--- config.mk ---
export PLATFORM = sky130hd
export DESIGN_NAME = video_input_monitor
export DESIGN_NICKNAME = d
export VERILOG_FILES = /design/src/rtl/video_input_monitor.sv
export SDC_FILE = /design/constraint.sdc
export NUM_CORES = 1
export LEC_CHECK = 0
export ABC_AREA = 1
export CORE_UTILIZATION = 50
export CTS_CLUSTER_DIAMETER = 60
export CTS_CLUSTER_SIZE = 10
export DETAILED_ROUTE_END_ITERATION = 16
export HOLD_SLACK_MARGIN = 0.03
export MAX_ROUTING_LAYER = met4
export PLACE_DENSITY = 0.9
export SYNTH_ARGS = -nofsm -noshare
export SYNTH_HDL_FRONTEND = slang
export SYNTH_SLANG_ARGS = --single-unit
--- constraint.sdc ---
create_clock -name I_PCLK -period 4.11 [get_ports I_PCLK]
set_input_delay 0.6165 -clock I_PCLK [delete_from_list [all_inputs] [get_ports I_PCLK]]
set_output_delay 0.6165 -clock I_PCLK [all_outputs]
set_load 0.01 [all_outputs]
--- src/rtl/video_input_monitor.sv ---
// video_input_monitor
//   Pixel-clock front end ahead of edge detection. Registers the raw
//   RGB/VSYNC/HSYNC/DE stream once and forwards it with a fixed latency of
//   one cycle. It measures the active width of each line and the line count
//   of each frame. After LOCK_FRAMES consecutive frames of exactly HACT x VACT
//   it reports timing lock.
//
// Ports
//   I_PCLK        in   1   pixel clock, sole clock
//   I_RST         in   1   synchronous reset, active-high
//   I_PIX_DATA    in   24  RGB pixel data
//   I_VSYNC       in   1   vertical sync, active level SYNC_POL
//   I_HSYNC       in   1   horizontal sync, active level SYNC_POL
//   I_DE          in   1   data enable
//   O_PIX_DATA    out  24  registered pixel data
//   O_VSYNC       out  1   registered VSYNC, polarity unchanged
//   O_HSYNC       out  1   registered HSYNC, polarity unchanged
//   O_DE          out  1   registered data enable
//   O_LOCKED      out  1   timing lock status
//   O_FRAME_START out  1   one-cycle pulse on the VSYNC leading edge
//   O_FRAME_ERR   out  1   one-cycle pulse when an evaluated frame fails
//   O_HACT_CNT    out  12  width of the last completed line
//   O_VACT_CNT    out  12  line count of the last completed frame
//
// Build option
//   VIDEO_MON_BLANK_EN : while unlocked, O_PIX_DATA is forced to 0 and O_DE
//                        to 0. The syncs and the measurement are unaffected.
module video_input_monitor #(
  parameter int unsigned HACT        = 640,
  parameter int unsigned VACT        = 480,
  parameter int unsigned LOCK_FRAMES = 3,
  parameter logic        SYNC_POL    = 1'b1
) (
  input  logic        I_PCLK,
  input  logic        I_RST,
  input  logic [23:0] I_PIX_DATA,
  input  logic        I_VSYNC,
  input  logic        I_HSYNC,
  input  logic        I_DE,
  output logic [23:0] O_PIX_DATA,
  output logic        O_VSYNC,
  output logic        O_HSYNC,
  output logic        O_DE,
  output logic        O_LOCKED,
  output logic        O_FRAME_START,
  output logic        O_FRAME_ERR,
  output logic [11:0] O_HACT_CNT,
  output logic [11:0] O_VACT_CNT
);

  localparam logic [11:0] HACT_W = 12'(HACT);
  localparam logic [11:0] VACT_W = 12'(VACT);
  localparam logic [3:0]  LOCK_W = 4'(LOCK_FRAMES);

  typedef enum logic [1:0] {S_IDLE, S_ACQ, S_LOCKED} state_t;

  function automatic logic [11:0] sat_inc12(input logic [11:0] v);
    return (v == 12'hFFF) ? v : v + 12'd1;
  endfunction

  logic [23:0] pix_p0;
  logic        vs_p0, hs_p0, de_p0;
  logic        vs_p1, de_p1;

  logic [11:0] hcnt, vcnt, hact_cnt, vact_cnt;
  logic        line_err;

  state_t      state_q, state_d;
  logic [3:0]  gcnt_q, gcnt_d;
  logic        frame_err_q, frame_err_d;

  // ---- stage 0: input register, also the forwarded stream ----
  always_ff @(posedge I_PCLK) begin
    if (I_RST) begin
      pix_p0 <= '0;
      vs_p0  <= 1'b0;
      hs_p0  <= 1'b0;
      de_p0  <= 1'b0;
    end else begin
      pix_p0 <= I_PIX_DATA;
      vs_p0  <= I_VSYNC;
      hs_p0  <= I_HSYNC;
      de_p0  <= I_DE;
    end
  end

  // ---- stage 1: delayed copy used only for edge detection ----
  always_ff @(posedge I_PCLK) begin
    if (I_RST) begin
      vs_p1 <= 1'b0;
      de_p1 <= 1'b0;
    end else begin
      vs_p1 <= vs_p0;
      de_p1 <= de_p0;
    end
  end

  logic vs_edge, de_rise, de_fall, line_bad, err_close, frame_good;
  logic [11:0] vcnt_close;

  assign vs_edge = (vs_p0 == SYNC_POL) && (vs_p1 != SYNC_POL);
  assign de_rise = de_p0 && !de_p1;
  assign de_fall = !de_p0 && de_p1;
  assign line_bad = (hcnt != HACT_W);

  // A line that closes in the same cycle as the frame edge still belongs
  // to the frame that is ending, so fold it in before judging.
  assign vcnt_close = de_fall ? sat_inc12(vcnt) : vcnt;
  assign err_close  = line_err || (de_fall && line_bad);
  assign frame_good = (vcnt_close == VACT_W) && !err_close;

  // ---- measurement: line width and line count ----
  always_ff @(posedge I_PCLK) begin
    if (I_RST) begin
      hcnt     <= '0;
      vcnt     <= '0;
      line_err <= 1'b0;
      hact_cnt <= '0;
      vact_cnt <= '0;
    end else begin
      // The rise cycle itself is the first active pixel.
      if (de_rise)
        hcnt <= 12'd1;
      else if (de_p0)
        hcnt <= sat_inc12(hcnt);

      if (de_fall)
        hact_cnt <= hcnt;

      if (vs_edge) begin
        vact_cnt <= vcnt_close;
        vcnt     <= '0;
        line_err <= 1'b0;
      end else if (de_fall) begin
        vcnt     <= sat_inc12(vcnt);
        line_err <= line_err || line_bad;
      end
    end
  end

  // ---- lock state machine ----
  always_ff @(posedge I_PCLK) begin
    if (I_RST) begin
      state_q     <= S_IDLE;
      gcnt_q      <= '0;
      frame_err_q <= 1'b0;
    end else begin
      state_q     <= state_d;
      gcnt_q      <= gcnt_d;
      frame_err_q <= frame_err_d;
    end
  end

  always_comb begin
    state_d     = state_q;
    gcnt_d      = gcnt_q;
    frame_err_d = 1'b0;
    if (vs_edge) begin
      unique case (state_q)
        S_IDLE: begin
          // The partial frame seen before the first edge is not judged.
          state_d = S_ACQ;
          gcnt_d  = '0;
        end
        S_ACQ: begin
          if (frame_good) begin
            gcnt_d = gcnt_q + 4'd1;
            if ((gcnt_q + 4'd1) == LOCK_W)
              state_d = S_LOCKED;
          end else begin
            gcnt_d      = '0;
            frame_err_d = 1'b1;
          end
        end
        S_LOCKED: begin
          if (!frame_good) begin
            state_d     = S_ACQ;
            gcnt_d      = '0;
            frame_err_d = 1'b1;
          end
        end
        default: begin
          state_d = S_IDLE;
          gcnt_d  = '0;
        end
      endcase
    end
  end

  assign O_LOCKED      = (state_q == S_LOCKED);
  assign O_FRAME_START = vs_edge;
  assign O_FRAME_ERR   = frame_err_q;
  assign O_HACT_CNT    = hact_cnt;
  assign O_VACT_CNT    = vact_cnt;
  assign O_VSYNC       = vs_p0;
  assign O_HSYNC       = hs_p0;

`ifdef VIDEO_MON_BLANK_EN
  assign O_PIX_DATA = O_LOCKED ? pix_p0 : 24'h0;
  assign O_DE       = O_LOCKED && de_p0;
`else
  assign O_PIX_DATA = pix_p0;
  assign O_DE       = de_p0;
`endif

endmodule
==> impl_results.md <==
* Run status: complete, no violations
* Worst skew pair latency at 350 ps
* Post-CTS sizing at 0
* Max Clock Freq at 396 MHz
* TritonCTS Buffers at 9
* GR peak layer: met2
* Met3 Usage GRT at 0.0682
* CP Cell Sequence: clkdlybuf4s50_1 > nor2_1 > clkinv_1 > nor2_1
* Hold WC Path Type: register to register
* Largest net degree at the start of global routing at 38
* Ys flop type: dfxtp_1
* Actual slew at the worst max-slew pin at 950 ps
* Commonest non-fill, non-tap cell in the layout: nand2_1
* PnR Total Power at 1620 uW
* # diodes at 0
* Total clock sinks at 85
* CTS Hold Bufs at 0
* WP buf/inv at 2
* Pleak at 0.00199 uW
* Starting DRT DRC Count at 183
* DR vias at 3397
* I/O Pins at 83
* Die span in x at 87.0 um
* Gate Count Post-Synth at 488
* Maximum vdd ir drop at 0.000284 V
* Setup TNS at 0 ps
* Final Hold Viols at 0
* Initial antenna violation count at 0
* Req. time, crit path at 4380 ps
* CTS H-tree depth at 3
* Synth warnings at 0
* Post-synth cell types at 35
* Commonest non-fill, non-tap cells in the layout: 87 x nand2_1, 85 x dfxtp_1, 82 x nor2_1, 82 x clkdlybuf4s50_1, 78 x inv_1
* Die height at 87.0 um
* Syn Std Cell Area at 3610 sq um
* Area contributors post-synth: dfxtp_1 47%, nand2_1 9.0%, nor2_1 8.5%
* Data arrival time of the critical path at 2790 ps
* Vias in the first global route at 3262
* Via-to-Cell Ratio at 5.04
* Final period utilization at 0.614
* First-pass GRT wire length at 14.5 mm
* Post-synth top area cell: dfxtp_1
* RSZ-0062 raised after global routing: no
* Setup violators final at 0
* Max cap viols at 0
* Post-Route WL at 8.78 mm
* Area grow syn2layout at 30.7%
* CP max FO at 17
* Final net count at 611
* Die ar. at 7570 sq um
* # DRC at 0
* Global routing met2 resource utilization at 0.440
* Layout cell share with drive strength beyond 1 at 0.0657
* Post-DP HPWL at 6.52 mm
* CTS clk-pin slew, worst paths at 80 ps
* Input/output buffers at 82
* GRT overflow at 0
* Yosys top cell area share at 0.471
* GR Util met1 at 0.283
* Critical path class: input port to register
* CTS tree: yes
* Cell repeated most along the worst path: nor2_1
* GP Congestion at 0.872
* Worst setup EP type: register
* Crit path max-delay family: buffers and inverters
* Fillers at 531
* Total GRT Usage at 0.255
* Startpoint types: input port
* Longest Clk Path Bufs at 2
* Worst Skew at 8.94 ps
* CP max stage delay at 800 ps
* Synthesis-stage register bit count at 85
* CP max stage cell: nor2_1
* Setup bufs post-CTS at 0
* Syn Area/Cell at 7.40 sq um
* DRT antenna net count at 0
* Root Buffer: clkbuf_8
* Asr flop ratio synth at 0
* Num rows at 30
* DRT Pass-1 Iters at 5
* Initial Util at 0.526
* Slew margin rel. at 0.365
* Post-synth EDFFs at 0
* Cell Pwr Density at 342 nW/um^2
* R2R setup slack at 1620 ps
* Core footprint at 6870 sq um
* Sequential area share after synthesis at 0.471
* Minimum clock period at 2520 ps
* Max-slew violation count at 0
* Mapped Nets at 526
* Drt wl/cell at 13.0 um
## cell type report
class	instances	area, sq um	area share
tap	96	120	0.0254
sequential	85	1700	0.360
multi-input combinational	313	1570	0.332
inverter	81	307	0.0649
clock buffer	11	141	0.0299
timing repair buffer	83	828	0.175
clock inverter	5	58.8	0.0124
## synth_stat cells, types with 2 or more instances
master	instances
clkbuf_1	7
nor3_1	14
xnor2_1	2
a21oi_1	21
o21ai_1	3
nand3_2	3
dfxtp_1	85
ha_1	9
nor2_2	4
nand2_1	87
nand2_4	2
nand2_2	3
nor2_4	5
inv_1	78
xor2_1	4
o21ai_0	29
nand4_1	5
nand3b_1	3
nor2_1	82
a22o_1	2
nand3_1	26
## final timing paths
kind / cells after the start / from / to
worst max-delay path: 4 / I_RST / vcnt[6]
worst min-delay path: 2 / O_VSYNC / vs_p1
worst max register to register: 14 / de_p1 / state_q[0]
worst min register to register: 2 / O_VSYNC / vs_p1
## layer usage
metal  wire length (um)  up-vias
met1               3760     1562
li1                   -     1688
met3                562       12
met4                150        0
met5                  0        -
met2               4310      135
## worst min-delay path: stages, from the launching register on
cell,delay (ps)
dfxtp_1,310
inv_1,80
nor2_1,40
## flip-flops by register name (all words and copies together), names as in the netlist, 2 cells and up
signal      cells
O_HACT_CNT     12
O_VACT_CNT     12
O_PIX_DATA     24
gcnt_q          4
hcnt           12
state_q         2
vcnt           12
## power breakdown
| group | total [uW] | leakage [uW] | internal [uW] | switching (uW) |
|---|---|---|---|---|
| Sequential | 862 | 0.000695 | 849 | 12.9 |
| Clock | 593 | 0.0000959 | 299 | 294 |
| Combinational | 161 | 0.00120 | 80.7 | 80.6 |
| Total | 1620 | 0.00199 | 1230 | 387 |
## logic make-up (layout without fill, tap and decap cells)
logic type	Yosys count	in the layout	synth area share
compound gates	59	59	0.0862
xor+xnor	6	6	0.0145
fa+ha+maj	9	9	0.0312
buf+inv	90	180	0.0952
flops	85	85	0.471
simple gates	239	239	0.302
## metrics by stage
stage / util / std cells / hold WS, ps / cell area, sq um / worst slack, ps
floorplan: - / 488 / 453 / 3610 / 2200
global placement: 0.659 / 658 / 453 / 4520 / 1380
detailed placement: 0.659 / 658 / 459 / 4520 / 1290
CTS: 0.688 / 674 / 476 / 4720 / 1600
global route: 0.688 / 674 / 510 / 4720 / 1380
finish: 0.688 / 674 / 473 / 4720 / 1590
Power figures use the tool's default switching activity.
